$ cat src/rtl/mcbsp_dsp_tx.sv
// McBSP-style burst transmitter: free-running bit clock, one-bit-wide frame sync,
// MSB-first data with one bit of data delay and a programmable inter-word gap.
module mcbsp_dsp_tx #(
    parameter int WORD_LEN  = 32,
    parameter int CLK_DIV   = 1,
    parameter int FRAME_GAP = 2
) (
    input  logic        mcbsp_clk_in,
    input  logic        mcbsp_rst_in,
    input  logic        tx_start,
    input  logic [8:0]  tx_word_num,
    input  logic        tx_abort,
    input  logic [31:0] tx_data_in,
    output logic        tx_data_req,
    output logic        mcbsp_slaver_clkx,
    output logic        mcbsp_slaver_fsx,
    output logic        mcbsp_slaver_mosi,
    output logic        tx_busy,
    output logic        tx_done,
    output logic [31:0] debug_signal
);

    typedef enum logic [2:0] {
        IDLE  = 3'd0,
        LOAD  = 3'd1,
        FSYNC = 3'd2,
        SHIFT = 3'd3,
        GAP   = 3'd4,
        DONE  = 3'd5
    } state_t;

    state_t              state_reg, state_next;
    logic [3:0]          div_cnt_reg, div_cnt_next;
    logic                clkx_reg, clkx_next;
    logic                fsx_reg, fsx_next;
    logic                mosi_reg, mosi_next;
    logic                req_reg, req_next;
    logic                req_d_reg;
    logic                abort_pend_reg, abort_pend_next;
    logic [WORD_LEN-1:0] shift_reg, shift_next;
    logic [5:0]          bit_cnt_reg, bit_cnt_next;
    logic [8:0]          word_cnt_reg, word_cnt_next;
    logic [2:0]          gap_cnt_reg, gap_cnt_next;

    logic div_tick;
    logic rise_tick;
    logic abort_now;
    logic more_words;
    logic last_period;
    logic unused_data_bits;

    assign unused_data_bits = ^tx_data_in;

    assign div_tick  = (div_cnt_reg == 4'(CLK_DIV - 1));
    assign rise_tick = div_tick && !clkx_reg;
    assign abort_now = tx_abort || abort_pend_reg;

    // In GAP the finished word has already been subtracted from word_cnt.
    assign more_words = (state_reg == GAP) ? (word_cnt_reg != 9'd0) : (word_cnt_reg > 9'd1);

    // True on the boundary that opens the final bit period before the next
    // frame sync; the next word is fetched then so words stay back-to-back.
    assign last_period = ((state_reg == SHIFT) && (bit_cnt_reg == 6'd1) && (FRAME_GAP == 0)) ||
                         ((state_reg == SHIFT) && (bit_cnt_reg == 6'd0) && (FRAME_GAP == 1)) ||
                         ((state_reg == GAP)   && (gap_cnt_reg == 3'd1));

    always_ff @(posedge mcbsp_clk_in or negedge mcbsp_rst_in) begin
        if (!mcbsp_rst_in) begin
            state_reg      <= IDLE;
            div_cnt_reg    <= '0;
            clkx_reg       <= 1'b0;
            fsx_reg        <= 1'b0;
            mosi_reg       <= 1'b0;
            req_reg        <= 1'b0;
            req_d_reg      <= 1'b0;
            abort_pend_reg <= 1'b0;
            shift_reg      <= '0;
            bit_cnt_reg    <= '0;
            word_cnt_reg   <= '0;
            gap_cnt_reg    <= '0;
        end else begin
            state_reg      <= state_next;
            div_cnt_reg    <= div_cnt_next;
            clkx_reg       <= clkx_next;
            fsx_reg        <= fsx_next;
            mosi_reg       <= mosi_next;
            req_reg        <= req_next;
            req_d_reg      <= req_reg;
            abort_pend_reg <= abort_pend_next;
            shift_reg      <= shift_next;
            bit_cnt_reg    <= bit_cnt_next;
            word_cnt_reg   <= word_cnt_next;
            gap_cnt_reg    <= gap_cnt_next;
        end
    end

    always_comb begin
        state_next      = state_reg;
        div_cnt_next    = div_cnt_reg + 4'd1;
        clkx_next       = clkx_reg;
        fsx_next        = fsx_reg;
        mosi_next       = mosi_reg;
        req_next        = 1'b0;
        abort_pend_next = abort_pend_reg;
        shift_next      = shift_reg;
        bit_cnt_next    = bit_cnt_reg;
        word_cnt_next   = word_cnt_reg;
        gap_cnt_next    = gap_cnt_reg;

        if (div_tick) begin
            div_cnt_next = '0;
            clkx_next    = ~clkx_reg;
        end

        // Data arrives the cycle after the request; shifting never coincides.
        if (req_d_reg) begin
            shift_next = tx_data_in[WORD_LEN-1:0];
        end

        case (state_reg)
            IDLE: begin
                abort_pend_next = 1'b0;
                fsx_next        = 1'b0;
                mosi_next       = 1'b0;
                if (tx_start && !tx_abort) begin
                    if (tx_word_num != 9'd0) begin
                        state_next    = LOAD;
                        word_cnt_next = tx_word_num;
                        req_next      = 1'b1;
                    end else begin
                        state_next = DONE;
                    end
                end
            end
            DONE: begin
                state_next = IDLE;
            end
            default: begin
                if (tx_abort) begin
                    abort_pend_next = 1'b1;
                end
                if (rise_tick) begin
                    if (abort_now) begin
                        state_next      = IDLE;
                        fsx_next        = 1'b0;
                        mosi_next       = 1'b0;
                        bit_cnt_next    = '0;
                        word_cnt_next   = '0;
                        gap_cnt_next    = '0;
                        abort_pend_next = 1'b0;
                    end else begin
                        if (last_period && more_words) begin
                            req_next = 1'b1;
                        end
                        case (state_reg)
                            LOAD: begin
                                if (!req_reg) begin
                                    state_next = FSYNC;
                                    fsx_next   = 1'b1;
                                    mosi_next  = 1'b0;
                                end
                            end
                            FSYNC: begin
                                state_next   = SHIFT;
                                fsx_next     = 1'b0;
                                mosi_next    = shift_reg[WORD_LEN-1];
                                shift_next   = shift_reg << 1;
                                bit_cnt_next = 6'(WORD_LEN - 1);
                            end
                            SHIFT: begin
                                if (bit_cnt_reg != 6'd0) begin
                                    mosi_next    = shift_reg[WORD_LEN-1];
                                    shift_next   = shift_reg << 1;
                                    bit_cnt_next = bit_cnt_reg - 6'd1;
                                end else begin
                                    word_cnt_next = word_cnt_reg - 9'd1;
                                    mosi_next     = 1'b0;
                                    if (FRAME_GAP > 0) begin
                                        state_next   = GAP;
                                        gap_cnt_next = 3'(FRAME_GAP - 1);
                                    end else if (word_cnt_reg > 9'd1) begin
                                        state_next = FSYNC;
                                        fsx_next   = 1'b1;
                                    end else begin
                                        state_next = DONE;
                                    end
                                end
                            end
                            GAP: begin
                                if (gap_cnt_reg != 3'd0) begin
                                    gap_cnt_next = gap_cnt_reg - 3'd1;
                                end else if (word_cnt_reg != 9'd0) begin
                                    state_next = FSYNC;
                                    fsx_next   = 1'b1;
                                end else begin
                                    state_next = DONE;
                                end
                            end
                            default: begin
                                state_next = IDLE;
                            end
                        endcase
                    end
                end
            end
        endcase
    end

    assign tx_data_req       = req_reg;
    assign mcbsp_slaver_clkx = clkx_reg;
    assign mcbsp_slaver_fsx  = fsx_reg;
    assign mcbsp_slaver_mosi = mosi_reg;
    assign tx_busy           = (state_reg == LOAD) || (state_reg == FSYNC) ||
                               (state_reg == SHIFT) || (state_reg == GAP);
    assign tx_done           = (state_reg == DONE);
    assign debug_signal      = {state_reg, bit_cnt_reg, word_cnt_reg, 14'd0};

endmodule
$ cat config.mk
export PLATFORM = sky130hd
export DESIGN_NAME = mcbsp_dsp_tx
export DESIGN_NICKNAME = d
export VERILOG_FILES = /design/src/rtl/mcbsp_dsp_tx.sv
export SDC_FILE = /design/constraint.sdc
export NUM_CORES = 1
export LEC_CHECK = 0
export BUFFER_PORTS_ARGS = -buffer_cell sky130_fd_sc_hd__buf_2
export CAP_MARGIN = 10
export CORE_UTILIZATION = 40
export CTS_CLUSTER_DIAMETER = 50
export CTS_CLUSTER_SIZE = 40
export DETAILED_ROUTE_END_ITERATION = 16
export GPL_ROUTABILITY_DRIVEN = 0
export REMOVE_ABC_BUFFERS = 1
export SLEW_MARGIN = 20
export SYNTH_ARGS = -nofsm -noshare
export SYNTH_HDL_FRONTEND = slang
export SYNTH_SLANG_ARGS = --single-unit
$ cat constraint.sdc
create_clock -name mcbsp_clk_in -period 3 [get_ports mcbsp_clk_in]
set_input_delay 0.3 -clock mcbsp_clk_in [delete_from_list [all_inputs] [get_ports mcbsp_clk_in]]
set_output_delay 0.3 -clock mcbsp_clk_in [all_outputs]
set_load 0.005 [all_outputs]
==> results of run 1 <==
==> layout by cell type, fill, tap and decap left out, drive strengths merged, types with 4 or more instances in the layout <==
| cell type | count |
|---|---|
| a21oi | 45 |
| buf | 77 |
| clkbuf | 11 |
| conb | 14 |
| dfrtp | 63 |
| ha | 7 |
| inv | 14 |
| mux2 | 5 |
| mux2i | 35 |
| nand2 | 15 |
| nand2b | 6 |
| nand3 | 8 |
| nand4 | 7 |
| nor2 | 48 |
| nor2b | 6 |
| nor3 | 11 |
| o21ai | 19 |
| o31ai | 5 |
| or2 | 4 |
==> power groups by stage <==
stage | logic, mW | registers [mW] | clock network, mW
after CTS | 1.34 | 1.52 | 0.791
final | 1.33 | 1.52 | 0.769
after global routing | 1.48 | 1.58 | 0.835
after detailed placement | 1.33 | 1.53 | 0
after global placement | 1.31 | 1.52 | 0
after floorplan | 0.957 | 1.47 | 0
==> metal layers <==
metal / wire length [um] / up-vias / part of all wire
li1: - / 1479 / -
met3: 386 / 7 / 0.048
met5: 0 / - / 0
met2: 3540 / 89 / 0.44
met1: 3980 / 1400 / 0.50
met4: 63 / 0 / 0.0079
==> layout make-up <==
type | count | area share
multi-input combinational | 287 | 0.434
sequential | 63 | 0.373
timing repair buffer | 77 | 0.0995
clock buffer | 11 | 0.0358
tap | 108 | 0.0320
clock inverter | 5 | 0.0133
inverter | 14 | 0.0124
==> cells by family (layout without fill, tap and decap cells) <==
| kind of cell | Yosys count | after routing | share of synthesized area |
|---|---|---|---|
| AND/OR/NAND/NOR | 125 | 125 | 0.180 |
| AO/OA/AOI/OAI | 95 | 95 | 0.163 |
| flip-flops | 63 | 63 | 0.439 |
| buffers and inverters | 48 | 107 | 0.0651 |
| multiplexers | 40 | 40 | 0.113 |
| adder cells (fa/ha/maj) | 7 | 7 | 0.0244 |
| XOR/XNOR | 6 | 6 | 0.0146 |
| other | 1 | 14 | 0.00104 |
==> cell usage after synthesis (all sizes together) (4+ instances only) <==
library cell / n
mux2i: 35
nor3: 11
or2: 4
dfrtp: 63
buf: 15
nand3: 8
o31ai: 5
nand4: 7
mux2: 5
clkbuf: 19
o21ai: 19
nand2: 15
inv: 14
nor2b: 6
a21oi: 45
ha: 7
nor2: 48
nand2b: 6
==> worst paths after layout <==
path                           startpoint               to  slack [ps]  cells after the start
min reg2reg                   tx_data_req        req_d_reg         480                      0
min in group mcbsp_clk_in   tx_data_in[0]     shift_reg[0]         230                      3
min                          mcbsp_rst_in     shift_reg[6]          90                      1
max in group asynchronous    mcbsp_rst_in  word_cnt_reg[2]        2170                      2
max reg2reg                bit_cnt_reg[0]  word_cnt_reg[2]         420                      7
max                        bit_cnt_reg[0]  word_cnt_reg[2]         420                      7
==> summary.md, run 1 <==
| Metric | Value |
|---|---|
| Largest net degree at the start of global routing | 63 |
| Final setup TNS | 0 ps |
| Final Hold Fails | 0 |
| Worst-Skew Late Latency | 330 ps |
| CP max stage delay | 450 ps |
| Post-synth top area cell | dfrtp_1 |
| Fmax | 0.387 GHz |
| Initial DRC count | 85 |
| GRT Util Overall | 0.173 |
| Synth Instances | 385 |
| DIE AREA | 9370 um^2 |
| Core Area | 8720 um^2 |
| Setup violators final | 0 |
| Bufs and invs on worst path | 1 |
| M3 GR Usage | 0.0405 |
| Die W | 96.8 um |
| TritonCTS Buffers | 9 |
| Share of layout cells above drive strength 1 | 0.239 |
| Drt first pass iters | 4 |
| Pwr/cell area | 855 nW/um^2 |
| Register area share after synthesis | 0.439 |
| M1 GR Usage | 0.253 |
| Status | complete, no violations |
| Io pins | 83 |
| Slew Limit Headroom | 0.395 |
| Max Slew Vio Count | 0 |
| Setup ws final | 419 ps |
| Crit Path Max Fanout | 6 |
| Internal | 2.29 mW |
| Post-CTS resize count | 0 |
| Final ANT Viol Nets | 0 |
| Share of Yosys cell area claimed by the top area cell type | 0.439 |
| Layout Utilization | 0.485 |
| Comb pwr share | 0.368 |
| CTS HTree Levels | 3 |
| Mapped Area | 3590 um^2 |
| Most Crowded Layer GR | met2 |
| Antenna violations before repair | 0 |
| Synth area leaders | dfrtp_1 44%, mux2i_1 9.7%, a21oi_1 6.3% |
| Static leakage | 1.98 nW |
| Reg clk slew, reported paths | 80 ps |
| Nets | 504 |
| Clock Skew | 9.19 ps |
| Routed vias | 2975 |
| CTS Hold Buffers Added | 0 |
| Worst Path Arrival | 2800 ps |
| CP delay by family, top | compound AO/OA/AOI/OAI gates |
| Worst hold path type | in -> async |
| Startpoint Class | register |
| Post-DP Area | 4020 um^2 |
| Clock Tree Root | clkbuf_8 |
| Minimum clock period | 2580 ps |
| Max FFs per register | 32 |
| Initial Utilization | 0.412 |
| Final cell count without fillers | 565 |
| First-pass GRT wire length | 13300 um |
| Post-synth cell types | 53 |
| Design Area, Final | 4230 um^2 |
| Ys async rst share | 1.00 |
| Placed cell count | 549 |
| Post-DP HPWL | 5730 um |
| MaxCap Viol Count | 0 |
| Wire length per cell | 14.1 um |
| WL final | 7970 um |
| Worst Tran Pin Value | 908 ps |
| #FFs+latches synth | 63 |
| Met2 usage | 0.255 |
| Dpl ws | 442 ps |
| CTS tree | yes |
| Die Height | 96.8 um |
| Crit path max-delay cell type | nor4b_1 |
| Synthesis-to-finish area growth | 17.6% |
| Max clock buf depth | 2 |
| Ant diodes | 0 |
| CP endpoint kind | register |
| Post-route DRC violation count | 0 |
| Post-CTS Setup Bufs | 0 |
| Multi-input logic area | 1830 um^2 |
| Yosys warns | 0 |
| Post-layout power | 3.61 mW |
| FF/Latch Area | 1580 um^2 |
| Post-synth EDFFs | 0 |
| # fillers | 844 |
| Port Buf Inserts | 68 |
| Avg Inst Size Synth | 9.34 um^2 |
| Drt via density | 5.27 |
| Seq pwr share | 0.419 |
| Clk pwr share | 0.213 |
| Cell Chain, Critical Path | inv_1, ha_1, nor4b_1, a41oi_1, o311a_4, or3_4, a211o_1 |
| Hold_ws | 85.2 ps |
| Psw | 1.32 mW |
| Max IR drop VDD | 0.433 mV |
| Switching share of power | 0.366 |
| Vias in the first global route | 2738 |
| GRT overflow | 0 |
| CP required | 3210 ps |
| RSZ-0062 raised after global routing | false |
| Critical path class | reg -> reg |
| Rows | 34 |
| Post-synth top flop | dfrtp_1 |
| Period utilisation layout | 0.860 |
| CTS Sinks | 63 |
Note: power is estimated with default switching activity, not from simulation.
==> inputs of run 2 (changes only) <==
--- a/config.mk
+++ b/config.mk
@@ -12,6 +12,7 @@
 export CTS_CLUSTER_SIZE = 40
 export DETAILED_ROUTE_END_ITERATION = 16
 export GPL_ROUTABILITY_DRIVEN = 0
+export RECOVER_POWER = 25
 export REMOVE_ABC_BUFFERS = 1
 export SLEW_MARGIN = 20
 export SYNTH_ARGS = -nofsm -noshare
==> summary.md, run 2 (synthesized netlist as in run 1, its figures left out) <==
| Metric | Value |
|---|---|
| Status | finished with violations |
| Failing checks | capacitance limit, slew limit |
| WL final | 7960 um |
| Reg clk slew, reported paths | 80 ps |
| Critical path class | reg -> reg |
| Post-DP HPWL | 5730 um |
| Static leakage | 1.98 nW |
| Seq pwr share | 0.419 |
| CTS HTree Levels | 3 |
| Post-DP Area | 4020 um^2 |
| First-pass GRT wire length | 13300 um |
| CTS Sinks | 63 |
| MaxCap Viol Count | 1 |
| Setup violators final | 0 |
| Worst Tran Pin Value | 2130 ps |
| Initial Utilization | 0.412 |
| Nets | 504 |
| Clk pwr share | 0.213 |
| Die Height | 96.8 um |
| CP required | 3210 ps |
| Post-CTS resize count | 0 |
| Final ANT Viol Nets | 0 |
| Metal2 WL | 3540 um |
| Design Area, Final | 4230 um^2 |
| Final setup TNS | 0 ps |
| Max clock buf depth | 2 |
| Max IR drop VDD | 0.434 mV |
| Startpoint Class | register |
| Worst-Skew Late Latency | 330 ps |
| GRT overflow | 0 |
| Synthesis-to-finish area growth | 17.5% |
| Max Slew Vio Count | 42 |
| Slew Limit Headroom | -0.417 |
| Share of layout cells above drive strength 1 | 0.236 |
| Commonest non-fill, non-tap cells in the layout | 67 x buf_2, 62 x dfrtp_1, 48 x nor2_1 |
| Clock Tree Root | clkbuf_8 |
| Crit Path Max Fanout | 6 |
| Psw | 1.32 mW |
| Period utilisation layout | 0.860 |
| Rows | 34 |
| Fmax | 0.387 GHz |
| Internal | 2.29 mW |
| Routed wl met3 | 385 um |
| TritonCTS Buffers | 9 |
| Die W | 96.8 um |
| Io pins | 83 |
| Wire length per cell | 14.1 um |
| R2R depth | 7 |
| Pwr/cell area | 855 nW/um^2 |
| Clock Skew | 9.32 ps |
| Drt via density | 5.26 |
| Post-CTS Setup Bufs | 0 |
| Max FFs per register | 32 |
| Post-route DRC violation count | 0 |
| Core Area | 8720 um^2 |
| Port Buf Inserts | 68 |
| RSZ-0062 raised after global routing | false |
| GRT Util Overall | 0.173 |
| Antenna violations before repair | 0 |
| CTS Hold Buffers Added | 0 |
| Comb pwr share | 0.368 |
| Hold Path Depth | 3 |
| Vias in the first global route | 2738 |
| Drt first pass iters | 4 |
| CP endpoint kind | register |
| DIE AREA | 9370 um^2 |
| Switching share of power | 0.365 |
| Met1 wire length | 3970 um |
| CTS tree | yes |
| Minimum clock period | 2580 ps |
| Worst hold path type | in -> reg |
| Final Hold Fails | 0 |
| Routed vias | 2974 |
| Largest net degree at the start of global routing | 63 |
| Commonest non-fill, non-tap cell in the layout | buf_2 |
| DR top layer | met4 |
| Worst Path Arrival | 2800 ps |
| Initial DRC count | 85 |
| Ant diodes | 0 |
run 2: cell types whose count changed in the layout (fill, tap and decap cells not counted), sizes merged:
cell | previous run | this run
buf | 77 | 76
clkbuf | 11 | 12
run 2: critical path: stages, from the launching register on:
cell	delay, ps
dfrtp_1	430
inv_1	70
ha_1	190
nor4b_1	450
a41oi_1	210
o311a_4	390
or3_4	410
a211o_1	300
run 2: power by group through the flow:
stage,clock network [mW],registers [mW],logic (mW)
floorplan,0,1.47,0.957
global placement,0,1.52,1.31
detailed placement,0,1.53,1.33
CTS,0.791,1.52,1.34
global route,0.835,1.58,1.48
finish,0.769,1.51,1.33
run 2: area by class of cell:
cell class              instances  area [um^2]
flip-flops and latches         63         1580
inverters                      14         52.6
multi-input cells             287         1830
clock buffers                  11          151
repair buffers                 77          419
clock inverters                 5         56.3
well taps                     108          135
fillers                       845         4500
run 2: path summary, 6_finish.rpt:
check / start / to / slack (ps)
hold / removal: tx_data_in[0] / shift_reg[0] / 230
min in group asynchronous: mcbsp_rst_in / shift_reg[6] / 580
setup reg to reg: bit_cnt_reg[0] / word_cnt_reg[2] / 420
hold reg to reg: tx_data_req / req_d_reg / 480
max in group asynchronous: mcbsp_rst_in / req_d_reg / 1050
setup / recovery: bit_cnt_reg[0] / word_cnt_reg[2] / 420
run 2: routing by layer:
layer,up-vias,GRT usage
met4,0,0.0448
met3,7,0.0405
met1,1400,0.253
met5,-,0
li1,1478,-
met2,89,0.255
run 2: metrics by stage:
stage | util | total power, mW | hold WS, ps | instances | worst slack [ps]
2_1_floorplan | - | 2.42 | 4.41 | 364 | -250
3_3_place_gp | 0.461 | 2.83 | 458 | 549 | 465
3_5_place_dp | 0.461 | 2.86 | 467 | 549 | 442
4_1_cts | 0.485 | 3.65 | 119 | 565 | 416
5_1_grt | 0.485 | 3.89 | 218 | 565 | 277
6_report | 0.485 | 3.61 | 226 | 565 | 419
==> inputs of run 3 (changes only) <==
==> constraint.sdc (replaced) <==
create_clock -name mcbsp_clk_in -period 2.5 [get_ports mcbsp_clk_in]
set_input_delay 0.25 -clock mcbsp_clk_in [delete_from_list [all_inputs] [get_ports mcbsp_clk_in]]
set_output_delay 0.25 -clock mcbsp_clk_in [all_outputs]
set_load 0.005 [all_outputs]
==> summary.md, run 3 (synthesized netlist as in run 1, its figures left out) <==
| Metric | Value |
|---|---|
| Status | complete, no violations |
| R2R depth | 7 |
| CP most frequent cell | a211o_1 |
| CP delay by family, top | simple AND/OR/NAND/NOR gates |
| CTS tree | yes |
| Max clock buf depth | 2 |
| Share of layout cells above drive strength 1 | 0.261 |
| Core Area | 8720 um^2 |
| CP max stage delay | 500 ps |
| RSZ-0062 raised after global routing | false |
| Worst Tran Pin Value | 1310 ps |
| CTS Sinks | 63 |
| Period utilisation layout | 0.963 |
| WL final | 8160 um |
| Drt first pass iters | 4 |
| Commonest non-fill, non-tap cells in the layout | 67 x buf_2, 62 x dfrtp_1, 48 x nor2_1 |
| CP required | 2730 ps |
| Post-route DRC violation count | 0 |
| Crit path max-delay cell type | or4b_4 |
| Io pins | 83 |
| DIE AREA | 9370 um^2 |
| Bufs and invs on worst path | 1 |
| Slew Limit Headroom | 0.124 |
| Ant diodes | 0 |
| Placed cell count | 562 |
| Worst-Skew Late Latency | 340 ps |
| Commonest non-fill, non-tap cell in the layout | buf_2 |
| Nets | 518 |
| First-pass GRT wire length | 13900 um |
| Clock Skew | 5.39 ps |
| Routed vias | 3040 |
| Clk pwr share | 0.201 |
| CP endpoint kind | register |
| Final ANT Viol Nets | 0 |
| Antenna violations before repair | 0 |
| Max FFs per register | 32 |
| Critical path class | reg -> reg |
| Hold_ws | 165 ps |
| Fmax | 0.415 GHz |
| Rows | 34 |
| Startpoint Class | register |
| Vias in the first global route | 2869 |
| Post-DP HPWL | 5940 um |
| Reg clk slew, reported paths | 70 ps |
| Port Buf Inserts | 68 |
| Reg-to-reg slack, setup | 90 ps |
| Internal | 2.79 mW |
| Worst hold path type | in -> reg |
| Max IR drop VDD | 0.501 mV |
| Static leakage | 2.04 nW |
| Initial DRC count | 104 |
| Worst Path Arrival | 2640 ps |
| CTS HTree Levels | 3 |
| Switching share of power | 0.371 |
| Largest net degree at the start of global routing | 34 |
| Final Hold Fails | 0 |
| MaxCap Viol Count | 0 |
| Crit Path Max Fanout | 6 |
| Seq pwr share | 0.405 |
| Hold Path Depth | 3 |
| Die W | 96.8 um |
| Minimum clock period | 2410 ps |
| Clock Tree Root | clkbuf_8 |
| R2r endpoint | word_cnt_reg[2] |
| GRT overflow | 0 |
| TritonCTS Buffers | 9 |
| Psw | 1.64 mW |
| Pwr/cell area | 1020 nW/um^2 |
| Synthesis-to-finish area growth | 21.2% |
| R2r startpoint | div_cnt_reg[0] |
| Max Slew Vio Count | 0 |
| Drt via density | 5.25 |
| Hold Startpoint | tx_data_in[0] |
| Die Height | 96.8 um |
| Setup violators final | 0 |
| Wire length per cell | 14.1 um |
| Final cell count without fillers | 579 |
| # fillers | 824 |
| Comb pwr share | 0.394 |
| GRT Util Overall | 0.183 |
| Cell Chain, Critical Path | inv_1, ha_1, or4b_4, a211o_1, o311a_4, or3_4, a211o_1 |
| Initial Utilization | 0.412 |
| Hold Crit Endpoint | shift_reg[0] |
==> run 3: power by group through the flow <==
stage | clock [mW] | sequential, mW | combinational (mW)
global placement | 0 | 1.78 | 1.70
floorplan | 0 | 1.76 | 1.15
CTS | 0.928 | 1.78 | 1.74
finish | 0.893 | 1.80 | 1.75
detailed placement | 0 | 1.80 | 1.72
global route | 0.986 | 1.85 | 1.97
==> run 3: repair_timing <==
action,in CTS,in global routing
setup endpoints to repair,0,7
resized for setup,0,5
endpoints found under the hold margin,20,0
hold buffers,1,0
setup buffers,0,0
==> run 3: layout make-up <==
class,instances,area [um^2],share of cell area
repair buffers,91,532,0.122
clock inverters,7,72.6,0.0167
inverters,14,52.6,0.0121
multi-input cells,287,1860,0.427
flip-flops and latches,63,1580,0.362
well taps,108,135,0.0310
clock buffers,9,124,0.0284
==> run 3: how the worst max path moves through the flow <==
stage	to	slack, ps	startpoint	cells past startpoint
after floorplan	bit_cnt_reg[2]	-750	div_cnt_reg[0]	7
after global placement	word_cnt_reg[2]	110	bit_cnt_reg[0]	8
after detailed placement	word_cnt_reg[2]	60	div_cnt_reg[0]	7
after CTS	word_cnt_reg[2]	30	div_cnt_reg[0]	7
after global routing	word_cnt_reg[2]	2	div_cnt_reg[0]	7
final	word_cnt_reg[2]	90	div_cnt_reg[0]	7
==> run 3: per-stage QoR <==
step	setup TNS [ps]	worst slack, ps	power (mW)	cell area, um^2	util
after detailed placement	0	61.0	3.52	4130	0.473
after CTS	0	29.8	4.44	4340	0.497
final	0	92.4	4.43	4360	0.499
after floorplan	-25500	-750	2.91	3460	-
after global routing	0	2.19	4.81	4360	0.499
after global placement	0	105	3.48	4130	0.473
==> run 3: metal layers <==
layer | wire length (um) | share of wire | track usage
met2 | 3770 | 0.46 | 0.284
met1 | 3860 | 0.47 | 0.251
met4 | 102 | 0.013 | 0.0505
met3 | 429 | 0.053 | 0.0491
met5 | 0 | 0 | 0
==> run 3: worst register-to-register path, cell delays in order (launching register included) <==
cell and delay, ps:
dfrtp_1 410, inv_1 70, ha_1 160, or4b_4 500
a211o_1 300, o311a_4 160, or3_4 410, a211o_1 290
